### src/rtl/ecc_mon_pkg.sv
// Shared constants for the ECC error monitor: flag indices, readout select
// codes and the bit layout of the status word.
package ecc_mon_pkg;

    // Flag positions within flag_in / the per-flag vectors
    localparam int NUM_FLAGS   = 3;
    localparam int FLAG_CORR   = 0;
    localparam int FLAG_UNCORR = 1;
    localparam int FLAG_CHK    = 2;

    // Readout select codes for rd_sel
    typedef enum logic [1:0] {
        SEL_CORR   = 2'd0,
        SEL_UNCORR = 2'd1,
        SEL_CHK    = 2'd2,
        SEL_STATUS = 2'd3
    } rd_sel_e;

    // Status word layout; the irq bit needs a readout at least 9 bits wide
    localparam int STAT_STICKY_LSB = 0;
    localparam int STAT_OVF_LSB    = 4;
    localparam int STAT_IRQ_BIT    = 8;
    localparam int STAT_MIN_W      = STAT_IRQ_BIT + 1;

endpackage

### src/rtl/pulse_stretcher.sv
// Stretches a single-cycle trigger into an output held high for exactly
// STRETCH_CYCLES cycles after the most recent trigger. A retrigger while
// active reloads the timer, so the output never drops between events.
module pulse_stretcher #(
    parameter int STRETCH_CYCLES = 12500000
) (
    input  logic clk,
    input  logic reset,
    input  logic trig,
    output logic out
);

    localparam int            TW     = (STRETCH_CYCLES > 1) ? $clog2(STRETCH_CYCLES) : 1;
    localparam logic [TW-1:0] RELOAD = TW'(STRETCH_CYCLES - 1);

    logic [TW-1:0] timer;

    // Load on trigger, count down while active, drop the output when spent
    always_ff @(posedge clk) begin
        // NOTE: registered state always uses <= so every flop samples the
        // pre-edge values; blocking here would create order-dependent races.
        if (reset) begin
            timer <= '0;
            out   <= 1'b0;
        end else if (trig) begin
            timer <= RELOAD;
            out   <= 1'b1;
        end else if (timer != '0) begin
            timer <= timer - TW'(1);
        end else begin
            out <= 1'b0;
        end
    end

endmodule

### src/rtl/ecc_error_monitor.sv
// ECC flag monitor: synchronises the three ECC flags into clk, edge-detects
// them, keeps saturating per-flag event counters with sticky/overflow status,
// drives stretched LED pulses and a level interrupt on uncorrectable errors.
// The status word occupies bits [8:0], so CNT_W must be at least 9.
module ecc_error_monitor
    import ecc_mon_pkg::*;
#(
    parameter int CNT_W          = 16,
    parameter int STRETCH_CYCLES = 12500000,
    parameter int SYNC_STAGES    = 2
) (
    input  logic                 clk,
    input  logic                 reset,
    input  logic [NUM_FLAGS-1:0] flag_in,
    input  logic                 mon_clear,
    input  logic [1:0]           rd_sel,
    output logic [CNT_W-1:0]     rd_data,
    output logic                 led_corr,
    output logic                 led_uncorr,
    output logic                 irq
);

    localparam logic [CNT_W-1:0]  CNT_ONE   = CNT_W'(1);
    localparam logic [CNT_W-1:0]  CNT_MAX   = '1;
    localparam int                MASK_W    = $clog2(SYNC_STAGES + 2);
    localparam logic [MASK_W-1:0] MASK_INIT = MASK_W'(SYNC_STAGES + 1);

    logic [NUM_FLAGS-1:0] sync_q [SYNC_STAGES];
    logic [NUM_FLAGS-1:0] s_prev;
    logic [MASK_W-1:0]    mask_cnt;
    logic [NUM_FLAGS-1:0] evt;

    logic [CNT_W-1:0]     cnt [NUM_FLAGS];
    logic [NUM_FLAGS-1:0] sticky;
    logic [NUM_FLAGS-1:0] ovf;
    logic [CNT_W-1:0]     status;

    // Synchroniser chain, delayed copy for edge detect, post-reset edge mask
    always_ff @(posedge clk) begin
        if (reset) begin
            // NOTE: this small flop array is reset element by element; the
            // edge mask below assumes every stage starts from a known 0.
            for (int s = 0; s < SYNC_STAGES; s++) begin
                sync_q[s] <= '0;
            end
            s_prev   <= '0;
            mask_cnt <= MASK_INIT;
        end else begin
            sync_q[0] <= flag_in;
            for (int s = 1; s < SYNC_STAGES; s++) begin
                sync_q[s] <= sync_q[s-1];
            end
            s_prev <= sync_q[SYNC_STAGES-1];
            if (mask_cnt != '0) begin
                mask_cnt <= mask_cnt - MASK_W'(1);
            end
        end
    end

    // A flag held high through reset looks like a 0->1 edge as the zeroed
    // chain refills; suppress edges until the chain holds real samples.
    assign evt = (mask_cnt == '0) ? (sync_q[SYNC_STAGES-1] & ~s_prev) : '0;

    // Saturating counters, sticky/overflow bits and irq; a clear that
    // coincides with an event keeps that event
    always_ff @(posedge clk) begin
        if (reset) begin
            for (int i = 0; i < NUM_FLAGS; i++) begin
                cnt[i] <= '0;
            end
            sticky <= '0;
            ovf    <= '0;
            irq    <= 1'b0;
        end else if (mon_clear) begin
            for (int i = 0; i < NUM_FLAGS; i++) begin
                cnt[i] <= evt[i] ? CNT_ONE : '0;
            end
            sticky <= evt;
            ovf    <= '0;
            irq    <= evt[FLAG_UNCORR];
        end else begin
            for (int i = 0; i < NUM_FLAGS; i++) begin
                if (evt[i]) begin
                    if (cnt[i] == CNT_MAX) begin
                        ovf[i] <= 1'b1;
                    end else begin
                        cnt[i] <= cnt[i] + CNT_ONE;
                    end
                end
            end
            sticky <= sticky | evt;
            if (evt[FLAG_UNCORR]) begin
                irq <= 1'b1;
            end
        end
    end

    // Assemble the status word and select the readout
    always_comb begin
        // NOTE: defaults before any branch so no path leaves a variable
        // unassigned, which would otherwise infer a latch.
        status                                  = '0;
        status[STAT_STICKY_LSB +: NUM_FLAGS]    = sticky;
        status[STAT_OVF_LSB    +: NUM_FLAGS]    = ovf;
        status[STAT_IRQ_BIT]                    = irq;
        rd_data                                 = '0;
        case (rd_sel_e'(rd_sel))
            SEL_CORR:   rd_data = cnt[FLAG_CORR];
            SEL_UNCORR: rd_data = cnt[FLAG_UNCORR];
            SEL_CHK:    rd_data = cnt[FLAG_CHK];
            SEL_STATUS: rd_data = status;
            default:    rd_data = '0;
        endcase
    end

    pulse_stretcher #(
        .STRETCH_CYCLES(STRETCH_CYCLES)
    ) u_led_corr (
        .clk   (clk),
        .reset (reset),
        .trig  (evt[FLAG_CORR]),
        .out   (led_corr)
    );

    pulse_stretcher #(
        .STRETCH_CYCLES(STRETCH_CYCLES)
    ) u_led_uncorr (
        .clk   (clk),
        .reset (reset),
        .trig  (evt[FLAG_UNCORR]),
        .out   (led_uncorr)
    );

endmodule

### config.mk
export PLATFORM = sky130hd
export DESIGN_NAME = ecc_error_monitor
export DESIGN_NICKNAME = d
export VERILOG_FILES = /design/src/rtl/ecc_mon_pkg.sv /design/src/rtl/pulse_stretcher.sv /design/src/rtl/ecc_error_monitor.sv
export SDC_FILE = /design/constraint.sdc
export NUM_CORES = 1
export LEC_CHECK = 0
export ABC_AREA = 1
export BUFFER_PORTS_ARGS = -buffer_cell sky130_fd_sc_hd__buf_4
export CORE_UTILIZATION = 40
export DETAILED_ROUTE_END_ITERATION = 8
export PLACE_DENSITY = 0.59
export SLEW_MARGIN = 20
export SYNTH_ARGS = -nofsm -noshare
export SYNTH_HDL_FRONTEND = slang
export SYNTH_SLANG_ARGS = --single-unit
### constraint.sdc
create_clock -name clk -period 4.7 [get_ports clk]
set_clock_uncertainty 0.2 [all_clocks]
set_input_delay 0.94 -clock clk [delete_from_list [all_inputs] [get_ports clk]]
set_output_delay 0.94 -clock clk [all_outputs]
set_load 0.03 [all_outputs]
## Word-level counts from Yosys, hierarchy flattened

Memory sizes are Yosys's and may differ from the RTL's.
Index checks and enable logic that the tools add are counted.

- Flip-flop bits (word level): 62
- Latch bits: 0
- Memory bits (writable): 54
- Bits in read-only memories: 0
- Bits of input ports: 8
- Output and inout port bits: 19
- Word-level logic and storage cells: 99
- Memories: 2

Memories:

| name | depth | bits a word | read ports | clocked after memory_dff | write ports | line | source |
|---|---|---|---|---|---|---|---|
| cnt | 3 | 16 | 3 | 0 | 3 | ecc_error_monitor.sv:33 | `logic [CNT_W-1:0] cnt [NUM_FLAGS];` |
| sync_q | 2 | 3 | 2 | 0 | 2 | ecc_error_monitor.sv:28 | `logic [NUM_FLAGS-1:0] sync_q [SYNC_STAGES];` |

- Add/subtract/negate cells: 6
- $mul: 0
- Div/mod/pow operators: 0
- Magnitude comparators: 0
- Equality and inequality tests: 8
- Shifts and indexed selects: 0
- Multiplexer cells: 45
- Bitwise gates (word level): 11
- Reductions and logical operators: 14

Operators by type and width:

| cell | count |
|---|---|
| 16-bit 2-to-1 mux | 6 |
| 24-bit 2-to-1 mux | 4 |
| 16-bit case mux with 4 select lines | 1 |
| 16-bit by 1-bit adder with 16-bit output, second input constant | 3 |
| 16-bit equality test, second input constant | 3 |
| 24-bit nonzero test | 2 |
| 24-bit by 1-bit subtractor with 24-bit output, second input constant | 2 |
| 1-bit 2-to-1 mux | 30 |
| 3-bit 2-to-1 mux | 4 |
| 1-bit bitwise OR | 8 |
| 2-bit nonzero test | 4 |
| 2-bit AND reduction | 3 |
| 2-bit OR reduction | 3 |
| 2-bit equality test, second input constant | 2 |
| 2-bit zero test | 2 |
| 2-bit inequality test, second input constant | 2 |
| 3-bit AND | 1 |
| 3-bit NOT | 1 |
| 3-bit bitwise OR | 1 |
| 2-bit by 1-bit equality test with 1-bit output, second input constant | 1 |
| 2-bit by 1-bit subtractor with 2-bit output, second input constant | 1 |

## Logic depth before layout (Yosys ltp)

- Depth in word-level cells: 8
- Gate-level depth with buffers: 13
- Gate-level depth less buffers: 10

## By module

Synthesis repeated with hierarchy kept, for this count alone.

- Cell total of the unflattened synthesis: 925
- Area, all modules: 6902.9 um^2

Modules (own cells, without submodules):

| module | instances | cells each | area an instance (um^2) | sequential area each (um^2) |
|---|---|---|---|---|
| ecc_error_monitor | 1 | 489 | 3802.4 | 1801.7 |
| pulse_stretcher | 2 | 218 | 1550.2 | 500.5 |

## Worst setup path after synthesis

Ideal clock, no wire load.

- Kind: input to output
- From: input rd_sel[0]
- To: output rd_data[5]
- Arrival: 1.886 ns
- Data required time: 3.560 ns
- Slack: 1.674 ns
- Cell stages on the path: 4
- Buffers on the path: 1
- Path through: nor2_1 clkbuf_1 nand2_1 o2111ai_1

- Longest elaborated chain between the ends: 2
- Elaborated cells between the ends (all ways): 5
- Those cells by class: 3 x eq/ne; 1 x mux; 1 x reduce/logical

RTL lines:

| item | line | source |
|---|---|---|
| from (decl) | ecc_error_monitor.sv:16 | `input logic [1:0] rd_sel,` |
| 2-bit equality test, or another cell as far along | ecc_error_monitor.sv:107 | `case (rd_sel_e'(rd_sel))` |
| 16-bit case mux with 4 select lines (*) | ecc_error_monitor.sv:107 |  |
| to (decl) | ecc_error_monitor.sv:17 | `output logic [CNT_W-1:0] rd_data,` |

Every way passes the cells marked *; elsewhere a longest branch is shown, timed or not.

## Final worst setup path

- From: input rd_sel[0]
- To: output rd_data[1]

Same word-level chain as after synthesis.

==> results.txt <==
Outcome - finished clean
Fmax - 280 MHz
Clock slew at reported path FFs - 0.05 ns
Setup WS post-layout - 1.13 ns
Routed vias/inst - 4.82
Post-DR wirelength/cell - 13.5 um
Num rows - 46
Root Driver - clkbuf_16
Sequential cell area - 2800 um^2
Post-CTS Setup Bufs - 0
Power per Cell Area - 601 nW/um^2
CTS max path bufs - 2
Number of diodes - 0
DRT iter0 DRCs - 331
Max-slew violation count - 0
Setup violations, final - 0
GR Overflow Total - 0
P_leak - 3.69 nW
Final hold vios - 0
RePlAce Congestion - 0.918
Multi-input logic area - 3210 um^2
Initial antenna violation count - 0
Filler Cells Inserted - 1717
H-tree level count - 4
Die Y - 130 um
Core area - 16000 um^2
Antenna-violating nets left - 0
Post-synth top area share - 21.9%
Synthesized-area fraction occupied by xor and xnor cells - 7.58%
Worst-Margin Slew - 1.04 ns
Max IR drop VDD - 328 uV
Syn Nets - 926
Vias in the first global route - 5292
# resized after CTS - 0
Largest cells by area after synthesis - edfxtp_1, dfxtp_1, nand2_1
Area leader, netlist - edfxtp_1
Global-route wire length before repair - 26100 um
Largest net degree at the start of global routing - 46
Asr flop ratio synth - 0%
Syn. warnings - 0
TritonCTS clock tree - done
Mapped Avg Cell Area - 7.24 um^2
Critical Path Sink Type - output port
WS Path Type - in -> out
Top cells by count, synth - nand2_1, nor2_1, inv_1
Fin crit period - 3.57 ns
Num CTS Buffers - 17
Number of synthesized flops with an enable pin - 48
Area Overhead vs Synth - 13.9%
Overall power - 0.00451 W
Die ar. - 17000 um^2
Class of the worst hold path - reg -> reg
Max-cap violation count - 0
Cell variety after synth - 33
Largest family of logic cells by synthesized area - simple AND/OR/NAND/NOR gates
Synth Area in Compound Gates - 5.28%
RSZ-0062 raised after global routing - false
Final nets - 950
Crit start category - input port
Hold Buf Count CTS - 0
Post-Syn Area - 6590 um^2
Post-synthesis mux area share - 0%
Adder and majority gate portion of the synthesized area - 1.52%
Vias - 5593
Final TNS setup - 0 ns
Clock sinks - 116
Place WS - 1.15 ns
Final period util - 75.9%
DRC - 0
Starting density of the core - 41.2%
Worst-path fanout max - 16
IO Port Bufs - 26
Slew HR - 30.2%
WL final - 15700 um
Most numerous cell in the Yosys netlist - nand2_1
DP HPWL - 11400 um
DRT Pass-1 Iters - 7
Mapped Cells - 910
Worst skew pair latency - 0.42 ns
GRT Util Overall - 19.9%
Chip width - 130 um
CP required - 3.56 ns
Share of cells above drive strength 1 - 10.4%
Main synth FF type - dfxtp_1
Worst EP arrival - 2.43 ns
Synthesized flop and latch total - 116
Seq/Total Area, Yosys - 42.6%
Post-Synth Simple-Gate Area - 34.4%
Io pins - 27
worst paths after layout:
check / slack (ns) / cells past startpoint / endpoint / startpoint
worst min-delay path: 0.20 / 2 / sync_q[0][4] / sync_q[0][1]
worst max-delay path: 1.13 / 5 / rd_data[1] / rd_sel[0]
worst max register to register: 1.72 / 11 / cnt[0][28] / mask_cnt[0]
worst min register to register: 0.20 / 2 / sync_q[0][4] / sync_q[0][1]
state kept, by name (all words and copies together), names as in the netlist:
signal,flops
u_led_corr.timer,24
sticky,3
irq,1
u_led_corr.out,1
u_led_uncorr.timer,24
sync_q,6
u_led_uncorr.out,1
mask_cnt,2
s_prev,3
ovf,3
cnt,48
cells in the final DEF (no fill, tap or decap), drive strengths merged:
cell type | Yosys | final
and3b | 1 | 1
clkbuf | 15 | 25
a21o | 6 | 6
xor2 | 34 | 34
inv | 123 | 123
nand4 | 25 | 25
nor2 | 150 | 150
o2111ai | 7 | 7
nor3 | 4 | 4
or2 | 5 | 5
a31oi | 1 | 1
o21ai | 10 | 10
a21oi | 33 | 33
dfxtp | 68 | 68
edfxtp | 48 | 48
nand2 | 243 | 243
ha | 8 | 8
xnor2 | 23 | 23
bufinv | 0 | 1
nand3b | 4 | 4
nand3 | 92 | 92
o211ai | 1 | 1
buf | 7 | 27
clkinv | 0 | 4
o22ai | 2 | 2
report_power, final:
group | total, W | internal (W) | switching, W
combinational | 0.00184 | 0.000634 | 0.00120
clock | 0.00123 | 0.000787 | 0.000444
sequential | 0.00144 | 0.00125 | 0.000198
critical path, stage by stage:
cell,delay [ns]
buf_4,0.12
nor2_1,0.79
nand2_1,0.14
o2111ai_1,0.21
buf_4,0.22
stage by stage:
stage | utilization [%] | cells | area [um^2] | hold slack, ns
6_report | 46.9 | 1161 | 7500 | 0.199
5_1_grt | 46.9 | 1161 | 7500 | 0.207
3_5_place_dp | 43.4 | 1131 | 6950 | 0.193
2_1_floorplan | - | 910 | 6590 | 0.188
3_3_place_gp | 43.4 | 1131 | 6950 | 0.191
4_1_cts | 46.9 | 1161 | 7500 | 0.200
logic make-up after synthesis:
logic type	Yosys count
flip-flops	116
AO/OA/AOI/OAI	60
buffers and inverters	145
AND/OR/NAND/NOR	524
adder cells (fa/ha/maj)	8
XOR/XNOR	57
cell type report:
class	count	share of cell area, %
Tap cell	216	3.60
Clock inverter	5	0.667
Sequential cell	116	37.4
Clock buffer	25	6.74
Inverter	123	6.15
Timing Repair Buffer	27	2.70
Multi-Input combinational cell	649	42.8
layer usage:
layer  routed length (um)  share of wire [%]  vias to the layer above  GRT usage, %
met5                    0                  0                        -             0
met3                  657                4.2                       10          5.17
li1                     -                  -                     2953             -
met1                 7610                 48                     2522          25.7
met2                 7300                 46                      108          33.1
met4                  144               0.92                        0          4.51
(Power assumes the default switching activity.)
